**config.mk**
```make
export PLATFORM = sky130hd
export DESIGN_NAME = pipe_skid_reg
export DESIGN_NICKNAME = d
export VERILOG_FILES = /design/src/rtl/pipe_pkg.sv /design/src/rtl/pipe_data_reg.sv /design/src/rtl/pipe_skid_reg.sv
export SDC_FILE = /design/constraint.sdc
export NUM_CORES = 1
export LEC_CHECK = 0
export ABC_AREA = 1
export CAP_MARGIN = 10
export CORE_ASPECT_RATIO = 0.75
export CORE_MARGIN = 2
export CORE_UTILIZATION = 45
export CTS_CLUSTER_DIAMETER = 120
export DETAILED_ROUTE_END_ITERATION = 16
export PLACE_DENSITY = 0.82
export SETUP_SLACK_MARGIN = 0.5
export SLEW_MARGIN = 20
export SYNTH_ARGS = -nofsm -noshare
export SYNTH_HDL_FRONTEND = slang
export SYNTH_HIERARCHICAL = 1
export SYNTH_SLANG_ARGS = --single-unit
export TNS_END_PERCENT = 10
```
**constraint.sdc**
```tcl
create_clock -name clk -period 1.7 [get_ports clk]
set_clock_uncertainty 0.2 [all_clocks]
set_input_delay 0.17 -clock clk [delete_from_list [all_inputs] [get_ports clk]]
set_output_delay 0.17 -clock clk [all_outputs]
set_load 0.02 [all_outputs]
```
**src/rtl/pipe_pkg.sv**
```systemverilog
// Shared definitions for the pipeline stage register: default payload width and
// the occupancy state encoding (bit 0 = main valid, bit 1 = skid valid).
package pipe_pkg;

  localparam int WORD_W = 32;

  typedef enum logic [1:0] {
    ST_EMPTY = 2'b00,
    ST_BUSY  = 2'b01,
    ST_FULL  = 2'b11
  } pipe_state_e;

endpackage

```
**src/rtl/pipe_data_reg.sv**
```systemverilog
// WIDTH-bit payload register with load enable and synchronous clear to RESET_VAL.
// Clear wins over load; value holds when neither is asserted.
module pipe_data_reg #(
  parameter int               WIDTH     = pipe_pkg::WORD_W,
  parameter logic [WIDTH-1:0] RESET_VAL = '0
) (
  input  logic             clk,
  input  logic             clear,
  input  logic             load,
  input  logic [WIDTH-1:0] d,
  output logic [WIDTH-1:0] q
);

  always_ff @(posedge clk) begin
    if (clear) begin
      q <= RESET_VAL;
    end else if (load) begin
      q <= d;
    end
  end

endmodule

```
**src/rtl/pipe_skid_reg.sv**
```systemverilog
// Pipeline stage register with valid/ready handshake, 1-cycle latency, flush and a
// one-entry skid buffer; in_ready is a flop bit, so out_ready never reaches it combinationally.
module pipe_skid_reg
  import pipe_pkg::*;
#(
  parameter int               WIDTH     = WORD_W,
  parameter logic [WIDTH-1:0] RESET_VAL = {WIDTH{1'b0}}
) (
  input  logic             clk,
  input  logic             reset,
  input  logic             flush,
  input  logic             in_valid,
  output logic             in_ready,
  input  logic [WIDTH-1:0] in_data,
  output logic             out_valid,
  input  logic             out_ready,
  output logic [WIDTH-1:0] out_data
);

  pipe_state_e      state, state_nxt;
  logic             in_fire, out_fire;
  logic             main_load, skid_load, main_from_skid, clear;
  logic [WIDTH-1:0] main_d, skid_q;

  // State bits are the valid flags themselves.
  assign in_ready  = ~state[1];
  assign out_valid = state[0];
  assign in_fire   = in_valid & in_ready;
  assign out_fire  = out_valid & out_ready;
  assign clear     = reset | flush;

  always_ff @(posedge clk) begin
    if (clear) begin
      state <= ST_EMPTY;
    end else begin
      state <= state_nxt;
    end
  end

  always_comb begin
    state_nxt = state;
    case (state)
      ST_EMPTY: if (in_fire) state_nxt = ST_BUSY;
      ST_BUSY: begin
        if (in_fire && !out_fire)      state_nxt = ST_FULL;
        else if (!in_fire && out_fire) state_nxt = ST_EMPTY;
      end
      ST_FULL:  if (out_fire) state_nxt = ST_BUSY;
      default:  state_nxt = ST_EMPTY;
    endcase
  end

  always_comb begin
    main_load      = 1'b0;
    skid_load      = 1'b0;
    main_from_skid = 1'b0;
    case (state)
      ST_EMPTY: main_load = in_fire;
      ST_BUSY: begin
        main_load = in_fire & out_fire;
        skid_load = in_fire & ~out_fire;
      end
      ST_FULL: begin
        main_load      = out_fire;
        main_from_skid = 1'b1;
      end
      default: ;
    endcase
  end

  assign main_d = main_from_skid ? skid_q : in_data;

  pipe_data_reg #(.WIDTH(WIDTH), .RESET_VAL(RESET_VAL)) u_main (
    .clk   (clk),
    .clear (clear),
    .load  (main_load),
    .d     (main_d),
    .q     (out_data)
  );

  pipe_data_reg #(.WIDTH(WIDTH), .RESET_VAL(RESET_VAL)) u_skid (
    .clk   (clk),
    .clear (clear),
    .load  (skid_load),
    .d     (in_data),
    .q     (skid_q)
  );

endmodule
```
==> After elaboration in Yosys (flattened, before gate mapping) <==
Cells that the tools add are included.
{ "word_totals": {"out_inout_bits": 34, "register_bits": 66, "in_bits": 37} }
{ "classes": {"n_reduce_logical": 6, "bitwise_logic": 7, "eq_ne": 5, "mux": 9} }
{ "ops": {"columns": ["cell", "n"], "rows": [
  ["32-bit two-way mux", 1],
  ["2-bit two-way mux", 4],
  ["2-bit one-hot mux with 3 select lines", 1],
  ["1-bit bitwise AND", 4],
  ["2-bit != test, second input constant", 2],
  ["3-bit != test, second input constant", 1],
  ["1-bit one-hot mux with 3 select lines", 1],
  ["3-bit AND reduction", 1],
  ["2-bit by 1-bit == test with 1-bit output, second input constant", 1],
  ["2-bit == test, second input constant", 1],
  ["1-bit logical AND", 2],
  ["1-bit logical NOT", 2],
  ["2-bit logical NOT", 1],
  ["1-bit two-way mux", 2],
  ["1-bit NOT", 2],
  ["1-bit OR", 1]
]} }

==> Depth between registers and ports, before layout <==
Gate-level depths: netlist of run 1.
{ "logic_depth": {"word_depth": 7, "mapped_depth": 10, "mapped_depth_nobuf": 9} }

==> Cells and area by module <==
Netlist of run 1, hierarchy kept.
{ "by_module_without_submodules": {"columns": ["mod", "cells_each", "area_each_um2", "seq_area_each_um2", "instances"], "rows": [
  ["pipe_data_reg", 203, 1338.8, 640.6, 2],
  ["pipe_skid_reg", 77, 651.9, 40.0, 1]
]} }

==> Worst setup path after synthesis of run 1 <==
No wires, ideal clock.
{ "synth_path": {"kind": "flip-flop to flip-flop", "from": "register state[0]", "to": "register u_main.q[22]", "period_less_slack_ns": 1.947, "path_buffers": 4, "setup_slack_ns": -0.247, "path_stages_with_launch": 11, "required_ns": 1.387, "t_arrival_ns": 1.634, "cell_sequence": "dfxtp_1 -> ha_1 -> buf_2 -> buf_6 -> nand2_1 -> a31oi_1 -> buf_6 -> buf_6 -> nand2_1 -> nand2_1 -> nor2_1"} }
{ "synth_between": {"elab_chain_cells": 3, "elab_cells_between_ends": 8} }
{ "synth_rtl": {"columns": ["item", "line_no", "source"], "rows": [
  ["start, declared", "pipe_skid_reg.sv:20", "pipe_state_e state, state_nxt;"],
  ["start signal, assigned", "pipe_skid_reg.sv:36", "state <= state_nxt;"],
  ["1-bit bitwise AND", "pipe_skid_reg.sv:29", "assign out_fire = out_valid & out_ready;"],
  ["1-bit bitwise AND", "pipe_skid_reg.sv:60", "main_load = in_fire & out_fire;"],
  ["1-bit one-hot mux with 3 select lines (*)", "pipe_skid_reg.sv:57", "case (state)"],
  ["via main_load", "pipe_skid_reg.sv:22", "logic main_load, skid_load, main_from_skid, clear;"],
  ["end signal, assigned", "pipe_data_reg.sv:16", "q <= RESET_VAL;"],
  ["end signal, assigned", "pipe_data_reg.sv:18", "q <= d;"],
  ["end, declared", "pipe_data_reg.sv:11", "output logic [WIDTH-1:0] q"]
]} }
Mark *: on every way through the listed nets, which the timed path passes. The rest lies on a longest branch.
A chain may end at the register's enable or synchronous reset.

==> Worst setup path in the final report of run 1 <==
{ "layout_path": {"from": "register state[0]", "to": "register u_main.q[15]"} }
{ "layout_between": {"elab_chain_cells": 3, "elab_cells_between_ends": 8} }
{ "layout_rtl": {"columns": ["item", "line_no", "source"], "rows": [
  ["2-bit == test", "pipe_skid_reg.sv:57", null],
  ["1-bit two-way mux", "pipe_skid_reg.sv:57", null],
  ["32-bit two-way mux", "pipe_skid_reg.sv:71", "assign main_d = main_from_skid ? skid_q : in_data;"],
  ["via main_d[15]", "pipe_skid_reg.sv:23", "logic [WIDTH-1:0] main_d, skid_q;"]
]} }
The timed path passes the listed nets, and every way through them passes these cells.

==> reports/metrics.cfg, run 1 <==
[timing]
fin_crit_ns=1.70
finalCritPeriodShare=1.00
clock.fmax_mhz=587
finalWorstSetupSlack_ns=-0.00299
final_max_slew_viol_count=0
rsz0062_at_grt=yes
finalHoldViolCount=0
slew_headroom=0.860
hold-worst-slack_ns=0.253
setup_viol=2
worstMarginPinSlew_ns=0.210

[setup_path]
cpPeakStageDelay_ns=0.41
cp_max_fo=7
cp_slowest_cell=dfxtp_4
worstPathArrival_ns=1.74
path_cells=ha_4, buf_12, clkbuf_16, mux2_2, inv_1, nand2_1, nand2_1, nor2_1
crit_required_ns=1.74
crit_type=flop to flop
startpoint_type=flop
timing.critical_path.to_type=flop
crit_top_cell=nand2_1

[routing]
vias_per_cell=4.58
dr.pass1.iters=4
dr.first_iter.drc_count=81
wire_per_inst_microns=12.3
ant_nets=0
vias=3054
routed_wl_microns=8230
drcViolationCount=0

[synth]
synth_warnings=6
synthXorXnorAreaFrac=0
synth_area_sq_mm=0.00333
postSynthAreaPerCell_sq_um=6.89
synth_compound_area_frac=0.00489
seq_area_frac_synth=0.397
syn_inst=483
synth-simple-area-share=0.320
synthMuxAreaShare=0.108
synth_top_family_by_area=simple AND/OR/NAND/NOR gates
syn_nets=525
synthAdderAreaFrac=0.0188
ys_seq_elements=66
yosysUniqueCellTypes=15

[status]
status=finished with violations
violations=negative setup slack

[pwr]
power.density_mw_per_mm2=888
internal_power_mw=3.13
swShare=0.269
sequentialPowerShare=0.393
power.switching_mw=1.15
peakVddDrop_mv=0.550
total_power_mw=4.28
leakage_nw=2.21
combPwrFrac=0.221
power_frac_clock=0.386

[cells_and_area]
fin_util=0.663
fillers=616
drive_above_1_share=0.309
nets=603
syn_to_final_growth_pct=44.7
insertedDiodeCount=0
fin_cells=667

[cts]
clk_path_buf_depth=2
clock-sinks=66
insertion_delay_ns=0.34
cts_tree=done
cts_hold_buffers=0
numCtsBuffers=9
htree_levels=3
cts_root_buf=clkbuf_8
path_clk_slew_ns=0.07

[global_route]
grt_antenna_before_repair=0
grt_util_all_layers=0.207
grt_max_degree=35
grt-ovfl-total=0
grt_pass1_wl_microns=13000
grt_pass1_vias=2918

[placed_design]
gp_congestion=0.743
pre_cts_slack_ns=-0.295
hpwl_microns=4960
port_buffers=70
placedCellCount=642

[die]
core_area_sq_mm=0.00726
die_area_sq_mm=0.00811
floorplan.initialDensity=0.458
die_w_microns=103
io_pins=71
die_y_microns=78.5
fp-row-count=27

[flow_run]
maxCapViolations=0

[worst_hold_path]
hold_class=input port to flop

[final cells by class]
| cell class | instances | area, sq um | share of cell area |
|---|---|---|---|
| multi-input cells | 319 | 1690 | 0.351 |
| flip-flops and latches | 66 | 1370 | 0.284 |
| repair buffers | 91 | 1100 | 0.229 |
| inverters | 74 | 283 | 0.0587 |
| clock buffers | 10 | 138 | 0.0286 |
| well taps | 101 | 126 | 0.0262 |
| clock inverters | 6 | 113 | 0.0234 |
[layer usage]
metal,track usage,vias to the layer above,wire (microns)
met5,0,-,0
met4,0.0316,0,31
met3,0.0703,5,504
met2,0.376,80,4050
met1,0.237,1400,3640
li1,-,1569,-
[state kept, by name (all words and copies together), names as in the netlist]
name      flops
state         2
u_main/q     32
u_skid/q     32
[cells in the mapped netlist]
master / count / area share
inv_1: 74 / 0.083
nand2_2: 1 / 0.0019
nand3_1: 3 / 0.0045
ha_1: 5 / 0.019
nor2_1: 132 / 0.15
buf_6: 17 / 0.057
dfxtp_1: 66 / 0.40
buf_2: 7 / 0.011
nand4_1: 1 / 0.0019
nand2_1: 140 / 0.16
mux2_2: 32 / 0.11
a21oi_1: 2 / 0.0030
nand3_2: 1 / 0.0030
nor2_2: 1 / 0.0019
a31oi_1: 1 / 0.0019
[cells in the final DEF, fill, tap and decap left out, drive strengths merged]
| cell | n |
|---|---|
| bufinv | 3 |
| mux2 | 32 |
| dfxtp | 66 |
| dlygate4sd2 | 1 |
| nand2 | 141 |
| nand4 | 1 |
| ha | 5 |
| inv | 75 |
| a21oi | 2 |
| nor2 | 133 |
| clkinv | 2 |
| nand3 | 4 |
| clkdlybuf4s50 | 36 |
| a31oi | 1 |
| buf | 53 |
| clkbuf | 11 |
[final timing paths]
kind                        to  slack (ns)         start  depth (start not counted)
hold reg to reg   u_main/q[14]        0.27  u_main/q[14]                          2
hold / removal        state[0]        0.25         reset                          4
setup / recovery  u_main/q[15]      -0.003      state[0]                          8
setup reg to reg  u_main/q[15]      -0.003      state[0]                          8
[power groups by stage]
stage | logic (mW) | clock network, mW | registers, mW
global placement | 0.765 | 0 | 1.69
finish | 0.947 | 1.65 | 1.68
detailed placement | 0.788 | 0 | 1.69
global route | 1.03 | 1.75 | 1.69
floorplan | 0.457 | 0 | 1.75
CTS | 0.930 | 1.69 | 1.68
[critical path, delay by kind of cell, from the launching register on]
family,cells,cell delay (ns)
and+or+nand+nor,3,0.13
DFF,1,0.41
buffers and inverters,3,0.32
adders and majority gates,1,0.20
muxes,1,0.33
[cells by family (layout without fill, tap and decap cells)]
logic type	count (synthesis)	after routing
AO/OA/AOI/OAI	3	3
AND/OR/NAND/NOR	279	279
flip-flops	66	66
multiplexers	32	32
adder cells (fa/ha/maj)	5	5
buffers and inverters	98	181
[metrics by stage]
stage | cell area, sq um | setup TNS [ns]
floorplan | 3360 | 0
global placement | 4170 | -11.96
detailed placement | 4170 | -13.80
CTS | 4760 | 0
global route | 4820 | -1.49
finish | 4820 | -0.00403
[repair_timing]
| action | CTS | global route |
|---|---|---|
| endpoints found under the hold margin | 0 | 0 |
| setup endpoints to repair | 100 | 92 |
| setup buffers | 6 | 0 |
| cloned | 2 | 1 |
| pin swaps | 7 | 4 |
| resized for setup | 279 | 10 |
(Power assumes the default switching activity.)
==> inputs of run 2 (changes only) <==
--- a/config.mk
+++ b/config.mk
@@ -8,7 +8,6 @@
 export ABC_AREA = 1
 export CAP_MARGIN = 10
 export CORE_ASPECT_RATIO = 0.75
-export CORE_MARGIN = 2
 export CORE_UTILIZATION = 45
 export CTS_CLUSTER_DIAMETER = 120
 export DETAILED_ROUTE_END_ITERATION = 16
==> reports/metrics.cfg, run 2 (synthesis gave the netlist of run 1 again) <==
[status]
status=finished with violations
violations=negative setup slack

[timing]
final_max_slew_viol_count=0
finalCritPeriodShare=1.02
fin_crit_ns=1.73
worstMarginPinSlew_ns=0.257
setup_viol=6
finalWorstSetupSlack_ns=-0.0263
finalHoldViolCount=0
setup_tns_ns=-0.0727
rsz0062_at_grt=yes
clock.fmax_mhz=579
slew_headroom=0.828
hold-worst-slack_ns=0.269

[cells_and_area]
insertedDiodeCount=0
fillers=586
fin_util=0.680
largestRegisters=u_main/q x32, u_skid/q x32, state x2
nets=604
drive_above_1_share=0.294
syn_to_final_growth_pct=42.8
layout_common_cells=124 x nor2_1, 123 x nand2_1, 66 x inv_1
layout_commonest_cell=nor2_1

[die]
die_y_microns=76.5
die_area_sq_mm=0.00775
floorplan.initialDensity=0.476
die_w_microns=101
io_pins=71
fp-row-count=26
core_area_sq_mm=0.00699

[pwr]
power.density_mw_per_mm2=860
power.switching_mw=1.09
internal_power_mw=3.00
peakVddDrop_mv=0.516
combPwrFrac=0.238
swShare=0.267
leakage_nw=2.18
power_frac_clock=0.351
sequentialPowerShare=0.411
total_power_mw=4.09

[routing]
wire_per_inst_microns=12.6
dr.first_iter.drc_count=92
drcViolationCount=0
dr.pass1.iters=4
vias_per_cell=4.61
routed_wl_microns=8370
ant_nets=0
vias=3054

[setup_path]
cp_max_fo=17
worstPathArrival_ns=1.76
startpoint_type=flop
timing.critical_path.to_type=flop
crit_type=flop to flop
crit_required_ns=1.73

[cts]
cts_tree=done
clock-sinks=66
cts_root_buf=clkbuf_8
numCtsBuffers=9
htree_levels=3
path_clk_slew_ns=0.07
clk_path_buf_depth=2
insertion_delay_ns=0.33

[global_route]
grt_pass1_vias=2995
grt_max_degree=37
grt-ovfl-total=0
grt_antenna_before_repair=0
grt_pass1_wl_microns=13300
grt_util_all_layers=0.219

[placed_design]
port_buffers=70
hpwl_microns=5060
gp_congestion=0.737

[flow_run]
maxCapViolations=0

[worst_hold_path]
hold_class=input port to flop

==> run 2: cell types whose count changed in the layout (fill, tap and decap cells not counted), sizes merged <==
| cell | previous run | this run |
|---|---|---|
| clkbuf | 11 | 15 |
| inv | 75 | 74 |
| bufbuf | 0 | 1 |
| dlygate4sd2 | 1 | 2 |
| buf | 53 | 51 |
| clkinv | 2 | 0 |
| bufinv | 3 | 1 |
==> run 2: area by class of cell <==
type / instances / area [sq um] / area share
clock inverter: 1 / 30.0 / 0.00632
tap: 98 / 123 / 0.0258
multi-input combinational: 319 / 1690 / 0.355
inverter: 74 / 288 / 0.0605
sequential: 66 / 1360 / 0.285
timing repair buffer: 92 / 1080 / 0.227
clock buffer: 13 / 190 / 0.0400
==> run 2: path summary, 6_finish.rpt <==
path                                  start      endpoint  slack [ns]  cells after the start
worst max-delay path               state[0]   u_main/q[7]       -0.03                      8
worst min-delay path            in_data[22]  u_skid/q[22]        0.27                      5
worst max register to register     state[0]   u_main/q[7]       -0.03                      8
worst min register to register  u_skid/q[1]   u_skid/q[1]        0.27                      2
==> run 2: critical path, stage by stage (launching register included) <==
cell,delay [ns]
dfxtp_4,0.42
ha_4,0.16
buf_6,0.11
buf_12,0.17
mux2_2,0.35
inv_1,0.06
nand2_1,0.05
nand2_1,0.06
nor2_1,0.04
==> run 2: stage by stage <==
stage                     instances  area, sq um  worst slack, ns
after detailed placement        642         4150           -0.260
final                           663         4750          -0.0263
after global placement          642         4150           -0.210
after floorplan                 483         3360           0.0147
after global routing            663         4750          -0.0780
after CTS                       660         4580         -0.00605
==> run 2: routing by layer <==
metal | global-route usage | up-vias | wire, microns
met4 | 0.0768 | 0 | 68
met1 | 0.253 | 1380 | 3630
met5 | 0 | - | 0
met2 | 0.388 | 96 | 4210
met3 | 0.0550 | 8 | 459
li1 | - | 1570 | -
==> run 2: power groups by stage <==
stage               Sequential (mW)  Clock (mW)  Combinational, mW
CTS                            1.67        1.46              0.896
global route                   1.68        1.54               1.06
floorplan                      1.75           0              0.457
detailed placement             1.69           0              0.786
finish                         1.68        1.43              0.974
global placement               1.69           0              0.759
==> run 2: timing repair <==
item	in CTS	in global routing
gates cloned	2	2
gates resized for setup	231	38
buffers inserted	2	1
hold buffers	0	0
setup endpoints to repair	100	93
pin swaps	10	6
